`src/rtl/system_ctrl_pkg.sv`:
```
// Shared system definitions: command codes, datapath select encodings and
// the controller state encoding used by system_ctrl and the datapath.
package system_ctrl_pkg;

    // Command bytes that open a frame
    localparam logic [7:0] CMD_REG_WR = 8'hAA;
    localparam logic [7:0] CMD_REG_RD = 8'hBB;
    localparam logic [7:0] CMD_ALU_OP = 8'hCC;
    localparam logic [7:0] CMD_ALU    = 8'hDD;

    // Register-file address source select
    localparam logic [1:0] ADD_SRC_OP0 = 2'b00;
    localparam logic [1:0] ADD_SRC_OP1 = 2'b01;
    localparam logic [1:0] ADD_SRC_RX  = 2'b10;

    // TX data source select
    localparam logic OUT_SRC_ALU = 1'b0;
    localparam logic OUT_SRC_RF  = 1'b1;

    // Register-file data source select
    localparam logic DATA_SRC_RX = 1'b1;

    typedef enum logic [3:0] {
        ST_IDLE     = 4'd0,
        ST_WR_ADDR  = 4'd1,
        ST_WR_DATA  = 4'd2,
        ST_WR_EXEC  = 4'd3,
        ST_RD_ADDR  = 4'd4,
        ST_RD_WAIT  = 4'd5,
        ST_OPA      = 4'd6,
        ST_WR_A     = 4'd7,
        ST_OPB      = 4'd8,
        ST_WR_B     = 4'd9,
        ST_FUNC     = 4'd10,
        ST_ALU_WAIT = 4'd11,
        ST_TX_LOAD  = 4'd12,
        ST_TX_SEND  = 4'd13
    } state_e;

    // States in which the wait counter advances
    function automatic logic is_wait_state(input state_e s);
        logic w_res;
        case (s)
            ST_RD_WAIT, ST_ALU_WAIT, ST_TX_SEND: w_res = 1'b1;
            default:                             w_res = 1'b0;
        endcase
        return w_res;
    endfunction

endpackage

```
`src/rtl/system_ctrl.sv`:
```
// Command-frame controller: decodes UART command bytes and sequences the
// register file, ALU and TX path. Load/write strobes are combinational so
// they line up with the byte the datapath captures in the same cycle.
module system_ctrl
    import system_ctrl_pkg::*;
#(
    parameter int WIDTH   = 8,
    parameter int TIMEOUT = 15
) (
    input  logic             i_clk,
    input  logic             i_rst,
    input  logic [WIDTH-1:0] i_rx_data,
    input  logic             i_rx_data_valid,
    input  logic             i_reg_file_valid,
    input  logic             i_alu_valid,
    input  logic             i_tx_busy,
    output logic             o_alu_en,
    output logic             o_ld_alu_func,
    output logic             o_alu_clk_en,
    output logic             o_en_r,
    output logic             o_en_w,
    output logic             o_ld_rf_data,
    output logic             o_rf_data_source,
    output logic             o_ld_rf_add,
    output logic [1:0]       o_rf_add_source,
    output logic             o_output_source,
    output logic             o_tx_valid,
    output logic             o_err
);

    localparam int              CW          = $clog2(TIMEOUT + 1);
    localparam logic [CW-1:0]   TIMEOUT_CNT = CW'(TIMEOUT);

    state_e          r_state;
    state_e          w_state_next;
    logic [CW-1:0]   r_wait_cnt;
    logic            r_out_src;
    logic            w_out_src_next;
    logic            w_timeout;

    assign w_timeout = (r_wait_cnt == TIMEOUT_CNT);

    // State, wait counter and latched TX source registers
    always_ff @(posedge i_clk) begin
        if (!i_rst) begin
            r_state    <= ST_IDLE;
            r_wait_cnt <= {CW{1'b0}};
            r_out_src  <= OUT_SRC_ALU;
        end else begin
            r_state   <= w_state_next;
            r_out_src <= w_out_src_next;
            if (w_state_next != r_state) begin
                r_wait_cnt <= {CW{1'b0}};
            end else if (is_wait_state(r_state)) begin
                r_wait_cnt <= r_wait_cnt + CW'(1);
            end else begin
                r_wait_cnt <= r_wait_cnt;
            end
        end
    end

    // Next-state decode and control outputs; everything is held at 0 while
    // reset is low so no datapath write slips out of an abandoned frame
    always_comb begin
        w_state_next     = r_state;
        w_out_src_next   = r_out_src;
        o_alu_en         = 1'b0;
        o_ld_alu_func    = 1'b0;
        o_alu_clk_en     = 1'b0;
        o_en_r           = 1'b0;
        o_en_w           = 1'b0;
        o_ld_rf_data     = 1'b0;
        o_rf_data_source = 1'b0;
        o_ld_rf_add      = 1'b0;
        o_rf_add_source  = 2'b00;
        o_output_source  = 1'b0;
        o_tx_valid       = 1'b0;
        o_err            = 1'b0;
        if (!i_rst) begin
            w_state_next   = ST_IDLE;
            w_out_src_next = OUT_SRC_ALU;
        end else begin
            case (r_state)
                ST_IDLE: begin
                    if (i_rx_data_valid) begin
                        if (i_rx_data == WIDTH'(CMD_REG_WR))      w_state_next = ST_WR_ADDR;
                        else if (i_rx_data == WIDTH'(CMD_REG_RD)) w_state_next = ST_RD_ADDR;
                        else if (i_rx_data == WIDTH'(CMD_ALU_OP)) w_state_next = ST_OPA;
                        else if (i_rx_data == WIDTH'(CMD_ALU))    w_state_next = ST_FUNC;
                        else                                      w_state_next = ST_IDLE;
                    end else begin
                        w_state_next = ST_IDLE;
                    end
                end
                ST_WR_ADDR, ST_RD_ADDR: begin
                    if (i_rx_data_valid) begin
                        o_ld_rf_add     = 1'b1;
                        o_rf_add_source = ADD_SRC_RX;
                        w_state_next    = (r_state == ST_WR_ADDR) ? ST_WR_DATA : ST_RD_WAIT;
                    end else begin
                        w_state_next = r_state;
                    end
                end
                ST_WR_DATA: begin
                    if (i_rx_data_valid) begin
                        o_ld_rf_data     = 1'b1;
                        o_rf_data_source = DATA_SRC_RX;
                        w_state_next     = ST_WR_EXEC;
                    end else begin
                        w_state_next = ST_WR_DATA;
                    end
                end
                ST_OPA, ST_OPB: begin
                    if (i_rx_data_valid) begin
                        o_ld_rf_add      = 1'b1;
                        o_rf_add_source  = (r_state == ST_OPA) ? ADD_SRC_OP0 : ADD_SRC_OP1;
                        o_ld_rf_data     = 1'b1;
                        o_rf_data_source = DATA_SRC_RX;
                        w_state_next     = (r_state == ST_OPA) ? ST_WR_A : ST_WR_B;
                    end else begin
                        w_state_next = r_state;
                    end
                end
                ST_WR_EXEC: begin
                    o_en_w       = 1'b1;
                    w_state_next = ST_IDLE;
                end
                ST_WR_A: begin
                    o_en_w       = 1'b1;
                    w_state_next = ST_OPB;
                end
                ST_WR_B: begin
                    o_en_w       = 1'b1;
                    w_state_next = ST_FUNC;
                end
                ST_FUNC: begin
                    if (i_rx_data_valid) begin
                        o_ld_alu_func = 1'b1;
                        w_state_next  = ST_ALU_WAIT;
                    end else begin
                        w_state_next = ST_FUNC;
                    end
                end
                ST_RD_WAIT: begin
                    if (w_timeout) begin
                        o_err        = 1'b1;
                        w_state_next = ST_IDLE;
                    end else begin
                        o_en_r = 1'b1;
                        if (i_reg_file_valid) begin
                            w_out_src_next = OUT_SRC_RF;
                            w_state_next   = ST_TX_LOAD;
                        end else begin
                            w_state_next = ST_RD_WAIT;
                        end
                    end
                end
                ST_ALU_WAIT: begin
                    if (w_timeout) begin
                        o_err        = 1'b1;
                        w_state_next = ST_IDLE;
                    end else begin
                        o_alu_en     = 1'b1;
                        o_alu_clk_en = 1'b1;
                        if (i_alu_valid) begin
                            w_out_src_next = OUT_SRC_ALU;
                            w_state_next   = ST_TX_LOAD;
                        end else begin
                            w_state_next = ST_ALU_WAIT;
                        end
                    end
                end
                ST_TX_LOAD: begin
                    o_output_source = r_out_src;
                    w_state_next    = ST_TX_SEND;
                end
                ST_TX_SEND: begin
                    o_output_source = r_out_src;
                    if (w_timeout) begin
                        o_err        = 1'b1;
                        w_state_next = ST_IDLE;
                    end else if (!i_tx_busy) begin
                        o_tx_valid   = 1'b1;
                        w_state_next = ST_IDLE;
                    end else begin
                        w_state_next = ST_TX_SEND;
                    end
                end
                default: begin
                    w_state_next = ST_IDLE;
                end
            endcase
        end
    end

endmodule
```
`config.mk`:
```
export PLATFORM = sky130hd
export DESIGN_NAME = system_ctrl
export DESIGN_NICKNAME = d
export VERILOG_FILES = /design/src/rtl/system_ctrl_pkg.sv /design/src/rtl/system_ctrl.sv
export SDC_FILE = /design/constraint.sdc
export NUM_CORES = 1
export LEC_CHECK = 0
export ABC_AREA = 1
export CAP_MARGIN = 5
export CORE_MARGIN = 3
export CORE_UTILIZATION = 48
export DETAILED_ROUTE_END_ITERATION = 8
export GPL_ROUTABILITY_DRIVEN = 0
export PLACE_DENSITY = 0.81
export SETUP_SLACK_MARGIN = 0.3
export SLEW_MARGIN = 40
export SYNTH_ARGS = -nofsm -noshare
export SYNTH_HDL_FRONTEND = slang
export SYNTH_SLANG_ARGS = --single-unit
```
`constraint.sdc`:
```
create_clock -name i_clk -period 1.7 [get_ports i_clk]
set_input_delay 0.51 -clock i_clk [delete_from_list [all_inputs] [get_ports i_clk]]
set_output_delay 0.51 -clock i_clk [all_outputs]
set_load 0.02 [all_outputs]
```
==> metrics.md, run 1 <==
| Metric | Value |
|---|---|
| Post-synth EDFFs | `0` |
| Status | `aborted with a tool error` |
| Post-DP HPWL | `roughly 2800 µm` |
| Ys flop type | `dfxtp_1` |
| Run Error | `[ERROR DPL-0038] Utilization greater than 100%, impossible to legalize` |
| Number of synthesized register bits | `9` |
| Resized cells post-CTS | `~140` |
| Hold buffer count at CTS | `0` |
| Syn_nets | `roughly 190` |
| Synthesized area | `987 µm²` |
| TritonCTS buffer count | `3` |
| Syn_area_per_cell | `between 5 and 6 µm²` |
| DP Cell Count | `roughly 260` |
| Max Buffers Root-to-Sink | `2` |
| Place WS | `-834 ps` |
| Htree depth | `1` |
| Initial core utilization | `roughly 54%` |
| CTS root buf | `clkbuf_4` |
| Mapped Cells | `around 170` |
| Post-synth ARST share | `0%` |
| # rows | `15` |
| Sequential share of the synthesized area | `18.3%` |
| Synth cell types | `24` |
| Failed at | `clock tree synthesis` |
| IO Pins | `27` |
| Port Buffer Count | `26` |
| Clock Sink Count | `9` |
| Synth Warn # | `0` |
| Die Y | `just over 50 µm` |
| Post-CTS Setup Bufs | `11` |
| Die Wd | `~50 µm` |
==> synthesized netlist by cell type (2+ instances only) <==
cell type	count	share of area (%)
inv_1	22	8.4
nand4_1	4	2.5
o21ai_0	3	1.5
nor3_1	5	2.5
nor2_4	3	3.4
a21oi_1	8	4.1
nand2_1	55	21
dfxtp_1	9	18
nand3_1	11	5.6
nand2_2	6	3.8
buf_4	2	1.5
xnor2_1	3	2.7
nor2_2	2	1.3
nor2_1	24	9.1
nor3_2	4	4.1
inv_2	5	1.9
==> cells by family after synthesis <==
| group | after synthesis | share of synthesized area, % |
|---|---|---|
| xor+xnor | 3 | 2.66 |
| buf+inv | 30 | 12.9 |
| flops | 9 | 18.3 |
| mux | 1 | 1.01 |
| fa+ha+maj | 1 | 1.27 |
| compound gates | 13 | 7.10 |
| simple gates | 117 | 56.8 |
==> metrics by stage <==
| stage | hold slack, ps | instance area (µm²) |
|---|---|---|
| 3_5_place_dp | 496 | 1630 |
| 3_3_place_gp | 467 | 1630 |
| 2_1_floorplan | 450 | 1120 |
==> inputs of run 2 (changes only) <==
--- a/config.mk
+++ b/config.mk
@@ -7,12 +7,11 @@
 export LEC_CHECK = 0
 export ABC_AREA = 1
 export CAP_MARGIN = 5
-export CORE_MARGIN = 3
-export CORE_UTILIZATION = 48
+export CORE_AREA = 3 3 64 66
 export DETAILED_ROUTE_END_ITERATION = 8
+export DIE_AREA = 0 0 67 69
 export GPL_ROUTABILITY_DRIVEN = 0
-export PLACE_DENSITY = 0.81
-export SETUP_SLACK_MARGIN = 0.3
+export PLACE_DENSITY_LB_ADDON = 0.15
 export SLEW_MARGIN = 40
 export SYNTH_ARGS = -nofsm -noshare
 export SYNTH_HDL_FRONTEND = slang
==> run 2 against run 1 <==
The flow now finishes, with violations (negative setup slack). Area after synthesis is the same. Synthesized cell count is the same.
==> metrics.md, run 2 <==
| Metric | Value |
|---|---|
| Commonest non-fill, non-tap cell in the layout | `buf_4` |
| Top Layer Used | `met4` |
| Diode count | `0` |
| WL met1 | `1430 µm` |
| Setup TNS | `-1230 ps` |
| Core area | `3630 µm²` |
| Layout cells sized above 1 | `a little under three fifths` |
| CTS root buf | `clkbuf_8` |
| Combinational share of power | `21.4%` |
| Sequential share of the synthesized area | `18.3%` |
| Routed wl met2 | `1640 µm` |
| Worst-Skew Late Latency | `230 ps` |
| Ys flop type | `dfxtp_1` |
| CTS tree | `yes` |
| Dominant cells by area after synthesis | `nand2_1 21%, dfxtp_1 18%, nor2_1 9.1%` |
| Largest regs | `r_state (4), r_wait_cnt (4), r_out_src (1)` |
| Sw frac | `around a quarter` |
| DRT antenna net count | `0` |
| Crit share post-route | `108%` |
| Syn_nets | `~190` |
| Worst-path clk slew | `around 40 ps` |
| Initial core utilization | `between 20% and 30%` |
| Hold Crit Class | `reg2reg` |
| Failing checks | `negative setup slack` |
| Final instance area | `roughly 2000 µm²` |
| Final setup fails | `16` |
| Place WS | `-893 ps` |
| Synth cell types | `24` |
| Slew headroom | `86.2%` |
| Synth Warn # | `0` |
| Fmax | `~0.54 GHz` |
| Vias in the first global route | `about 1300` |
| Count leader, synth | `nand2_1` |
| First-pass GRT wire length | `5590 µm` |
| Yosys top cell area share | `a little over a fifth` |
| Final WS setup | `-142 ps` |
| TritonCTS buffer count | `3` |
| Mapped Cells | `174` |
| Clock power frac | `between 40% and 50%` |
| Crit path capture type | `output pin` |
| Crit Path Class | `reg2out` |
| Internal power | `between 0.4 and 0.5 mW` |
| Post-layout nets | `270` |
| Post-DP HPWL | `roughly 2600 µm` |
| WHS | `approximately 480 ps` |
| Clock skew | `0.144 ps` |
| DRT Pass-1 Iters | `6` |
| Sequential Area | `roughly 200 µm²` |
| Avg Vias per Cell | `4.31` |
| Post-synth ARST share | `0%` |
| Synthesized area | `987 µm²` |
| Final wirelength | `about 3200 µm` |
| Switching pwr | `0.152 mW` |
| IO Pins | `27` |
| Die Wd | `67 µm` |
| WP data required | `1190 ps` |
| Post-synth top cells | `55 x nand2_1, 24 x nor2_1, 22 x inv_1, 11 x nand3_1, 9 x dfxtp_1` |
| Most frequent cells in the layout | `51 x buf_4, 40 x nand2_1, 18 x nand2_2` |
| Final hold viol count | `0` |
| Post-route DRC | `0` |
| Hold buffer count at CTS | `0` |
| Number of synthesized register bits | `9` |
| Syn_area_per_cell | `around 5.7 µm²` |
| Die area | `4620 µm²` |
| Area growth, synth to finish | `101%` |
| Area leader, netlist | `nand2_1` |
| Clock Sink Count | `9` |
| Leak | `roughly 0.99 nW` |
| Post-synth EDFFs | `0` |
| Post-DP Area | `1670 µm²` |
| Largest fanout on the critical path | `6` |
| Gr usage total | `roughly 15%` |
| Post-layout util | `54.7%` |
| Unrepaired setup endpoints after global routing | `yes` |
| Seq pwr share | `~36%` |
| Die Y | `69 µm` |
| Fin. max-slew vios | `0` |
| Status | `finished, violations left` |
| Fillers | `342` |
| Port Buffer Count | `26` |
| Max Buffers Root-to-Sink | `2` |
| Wire length on met3 | `roughly 140 µm` |
| Overflow after GRT | `0` |
| Largest net degree at the start of global routing | `8` |
| Htree depth | `1` |
| Post-DR wirelength/cell | `approximately 11 µm` |
| Maximum vdd drop | `149 µV` |
| Critical Path Start Type | `flop` |
| Slew @ Worst Pin | `207 ps` |
| Minimum clock period | `roughly 1800 ps` |
| Multi-input gate area | `896 µm²` |
| Iter 0 DRT Violations | `42` |
| DR vias | `1301` |
| Max Cap Viol | `0` |
| Antenna violations before repair | `0` |
| Worst EP arrival | `1330 ps` |
| P per Cell Area | `roughly 290 nW/µm²` |
| # rows | `22` |
-- run 2: critical path: stages (launching register included) --
cell,delay (ps)
dfxtp_4,380
buf_6,130
nor2_4,100
nand2_2,80
nand2_2,100
inv_2,40
a31oi_2,110
buf_4,160
-- run 2: power by group through the flow --
| stage | Sequential (mW) | Combinational, mW | Clock, mW |
|---|---|---|---|
| after floorplan | 0.218 | 0.0458 | 0 |
| after global placement | 0.218 | 0.110 | 0 |
| after detailed placement | 0.218 | 0.113 | 0 |
| after CTS | 0.208 | 0.119 | 0.249 |
| after global routing | 0.208 | 0.134 | 0.265 |
| final | 0.209 | 0.123 | 0.243 |
-- run 2: cell families (layout without fill, tap and decap cells) --
logic type	count (synthesis)	after routing	synth area share [%]
mux	1	1	1.01
xor+xnor	3	3	2.66
fa+ha+maj	1	1	1.27
compound gates	13	13	7.10
simple gates	117	117	56.8
buf+inv	30	110	12.9
flops	9	9	18.3
-- run 2: worst paths after layout --
path / start / endpoint / slack [ps] / cells past startpoint
worst max-delay path: r_state[0]$_SDFF_PN0_ / o_ld_rf_add / -140 / 7
worst min-delay path: r_out_src$_SDFFE_PN0P_ / r_out_src$_SDFFE_PN0P_ / 480 / 2
worst max register to register: r_wait_cnt[0]$_SDFFE_PP0P_ / r_wait_cnt[0]$_SDFFE_PP0P_ / -40 / 11
worst min register to register: r_out_src$_SDFFE_PN0P_ / r_out_src$_SDFFE_PN0P_ / 480 / 2
-- run 2: final cells by class --
| cell class | count | share of cell area (%) |
|---|---|---|
| Clock buffer | 3 | 2.08 |
| Tap cell | 48 | 3.02 |
| Sequential cell | 9 | 9.94 |
| Inverter | 27 | 5.48 |
| Multi-Input combinational cell | 135 | 45.1 |
| Timing Repair Buffer | 79 | 34.2 |
| Clock inverter | 1 | 0.252 |
-- run 2: metal layers --
metal | GRT usage, % | vias up
li1 | - | 709
met1 | 19.0 | 561
met2 | 25.8 | 29
met3 | 2.44 | 2
met4 | 2.25 | 0
met5 | 0 | -
-- run 2: repair_timing --
action | CTS | global route
setup buffers | 5 | 2
endpoints found under the setup margin | 18 | 19
pin swaps | 17 | 8
resized for setup | 138 | 21
-- run 2: per-stage QoR --
step           total power, mW  instances
3_5_place_dp             0.330        291
3_3_place_gp             0.328        291
2_1_floorplan            0.263        174
5_1_grt                  0.608        302
4_1_cts                  0.577        300
6_report                 0.574        302
Power figures use the tool's default switching activity.
==> inputs of run 3 (changes only) <==
--- a/config.mk
+++ b/config.mk
@@ -12,6 +12,7 @@
 export DIE_AREA = 0 0 67 69
 export GPL_ROUTABILITY_DRIVEN = 0
 export PLACE_DENSITY_LB_ADDON = 0.15
+export SETUP_SLACK_MARGIN = 0.15
 export SLEW_MARGIN = 40
 export SYNTH_ARGS = -nofsm -noshare
 export SYNTH_HDL_FRONTEND = slang
==> run 3 against run 2 <==
The run still ends with negative setup slack left. Power up 2.7%. Final cell count up 0.66%. Die area unchanged. Non-clock buffer count up 2. Sequential cell count unchanged. Clock-buffer cell count up 1. Hold slack worse by 2.7 ps. Global-route usage up 0.34 points. Setup slack worse by 7.2 ps. Cell area up 3.3%. Critical path type unchanged. Largest power group unchanged.
==> metrics.md, run 3 (synthesis results as in run 2) <==
| Metric | Value |
|---|---|
| Post-layout nets | `272` |
| Initial core utilization | `27.2%` |
| Largest regs | `r_state (4), r_wait_cnt (4), r_out_src (1)` |
| Combinational share of power | `a little under a quarter` |
| Crit share post-route | `109%` |
| Worst-Skew Late Latency | `230 ps` |
| Gr usage total | `15.1%` |
| CTS tree | `yes` |
| Crit path capture type | `output pin` |
| Final WS setup | `-150 ps` |
| Final std cells w/o fill | `roughly 300` |
| Layout cells sized above 1 | `59.8%` |
| P per Cell Area | `between 200 and 300 nW/µm²` |
| Avg Vias per Cell | `about 4.5` |
| Sw frac | `27.3%` |
| Total chip power | `0.590 mW` |
| Max Cap Viol | `0` |
| Crit-path cells | `inv_4, nor2_4, nand2_2, nand2_2, inv_2, a31oi_4, buf_6` |
| Max incr delay on CP | `400 ps` |
| Critical Path Start Type | `flop` |
| Overflow after GRT | `0` |
| Switching pwr | `0.161 mW` |
| DRT Pass-1 Iters | `4` |
| Minimum clock period | `between 1500 and 2000 ps` |
| Antenna violations before repair | `0` |
| DP Cell Count | `between 200 and 300` |
| Clock power frac | `a little over two fifths` |
| Iter 0 DRT Violations | `27` |
| Worst Hold Endpoint | `r_out_src$_SDFFE_PN0P_` |
| # rows | `22` |
| Clock skew | `between 2 and 3 ps` |
| Diode count | `0` |
| Hold_sp | `r_out_src$_SDFFE_PN0P_` |
| Leak | `1.01 nW` |
| Slew @ Worst Pin | `approximately 210 ps` |
| Post-DR wirelength/cell | `11.3 µm` |
| Fmax | `between 0.5 and 0.6 GHz` |
| IO Pins | `27` |
| Final setup fails | `17` |
| Hold buffer count at CTS | `0` |
| Fin. max-slew vios | `0` |
| Worst EP arrival | `~1300 ps` |
| DR vias | `1360` |
| R2R depth | `14` |
| Top Family by Delay on Critical Path | `flip-flops` |
| Reg2reg setup slack | `-70 ps` |
| Port Buffer Count | `26` |
| Crit path top cell by count | `nand2_2` |
| CTS root buf | `clkbuf_8` |
| Maximum vdd drop | `between 200 and 250 µV` |
| Final wirelength | `3430 µm` |
| WP data required | `between 1000 and 1500 ps` |
| Reg2reg end | `r_wait_cnt[0]$_SDFFE_PP0P_` |
| DRT antenna net count | `0` |
| Max Buffers Root-to-Sink | `2` |
| Hold Path Stages | `2` |
| Status | `finished, violations left` |
| Commonest non-fill, non-tap cell in the layout | `buf_4` |
| Unrepaired setup endpoints after global routing | `yes` |
| Core area | `between 3000 and 4000 µm²` |
| Final hold viol count | `0` |
| Clock Sink Count | `9` |
| Die Y | `69 µm` |
| Crit Path Class | `reg2out` |
| Reg2Reg Launch Point | `r_state[1]$_SDFF_PN0_` |
| Seq pwr share | `roughly a third` |
| Die Wd | `around 67 µm` |
| Area growth, synth to finish | `108%` |
| Largest fanout on the critical path | `4` |
| Buf+Inv Stages, Crit Path | `3` |
| Vias in the first global route | `between 1000 and 1500` |
| Internal power | `0.429 mW` |
| Htree depth | `1` |
| First-pass GRT wire length | `5650 µm` |
| Hold Crit Class | `reg2reg` |
| TritonCTS buffer count | `3` |
| Failing checks | `negative setup slack` |
| Die area | `4620 µm²` |
| Most frequent cells in the layout | `52 x buf_4, 39 x nand2_1, 17 x nand2_2` |
| Worst-path clk slew | `50 ps` |
| Post-route DRC | `0` |
| Post-DP HPWL | `~2500 µm` |
| Slew headroom | `between 80% and 90%` |
| CP max stage cell | `dfxtp_4` |
| Largest net degree at the start of global routing | `7` |
==> run 3: changes by cell type in the layout (fill, tap and decap cells not counted), moves of 2 or more <==
cell and change:
nand2_4 +2, inv_4 +2, nand3_4 +2, inv_1 -2
==> run 3: layout make-up <==
class,count,area (µm²)
fillers,365,1580
multi-input cells,135,940
repair buffers,81,694
flip-flops and latches,9,200
inverters,27,114
well taps,48,60.1
clock buffers,4,45.0
==> run 3: worst max-delay path by stage <==
stage / slack (ps) / startpoint / endpoint / depth (start not counted)
after global routing: -200 / r_state[1]$_SDFF_PN0_ / o_ld_rf_add / 7
final: -150 / r_state[1]$_SDFF_PN0_ / o_ld_rf_add / 7
after detailed placement: -900 / i_rst / o_ld_rf_add / 5
after global placement: -880 / i_rst / o_ld_rf_add / 5
after floorplan: 80 / r_state[3]$_SDFF_PN0_ / o_alu_en / 5
after CTS: -130 / r_state[2]$_SDFF_PN0_ / o_ld_rf_add / 7
==> run 3: metal layers <==
layer  vias up  wire length (µm)  track usage [%]
met5         -                 0                0
met4         0                46             3.38
met3         8               111             2.61
met2        26              1820             27.3
met1       617              1450             18.1
li1        709                 -                -
==> run 3: power by group through the flow <==
stage | logic (mW) | registers, mW | clock network [mW]
floorplan | 0.0483 | 0.218 | 0
finish | 0.133 | 0.207 | 0.250
CTS | 0.117 | 0.208 | 0.255
detailed placement | 0.115 | 0.218 | 0
global route | 0.147 | 0.207 | 0.267
global placement | 0.113 | 0.218 | 0
==> run 3: worst reg2reg max path: stages (launching register included) <==
cell and delay, ps:
dfxtp_4 400, inv_4 60, nor2_4 160, nand2_2 90, nand2_2 90, inv_2 60, buf_4 130, buf_4 120
nand2_2 50, nand2_2 50, nand3_2 70, nand2_2 70, nand2_2 90, nand3_4 100, nor3_2 160
==> run 3: through the flow <==
stage / setup slack, ps / hold WS [ps] / TNS (ps) / instance area (µm²) / util, %
after floorplan: 76.3 / 450 / 0 / 1060 / -
after global placement: -879 / 468 / -13530 / 1660 / 45.6
after detailed placement: -896 / 472 / -13890 / 1660 / 45.6
after CTS: -125 / 478 / -1160 / 1890 / 52.1
after global routing: -201 / 511 / -2510 / 2050 / 56.5
final: -150 / 473 / -1260 / 2050 / 56.5
==> run 3: repair_timing <==
item	4_1_cts	5_1_grt
pin swaps	21	24
setup buffers	10	6
endpoints found under the setup margin	21	19
resized for setup	131	33
endpoints found under the hold margin	0	0
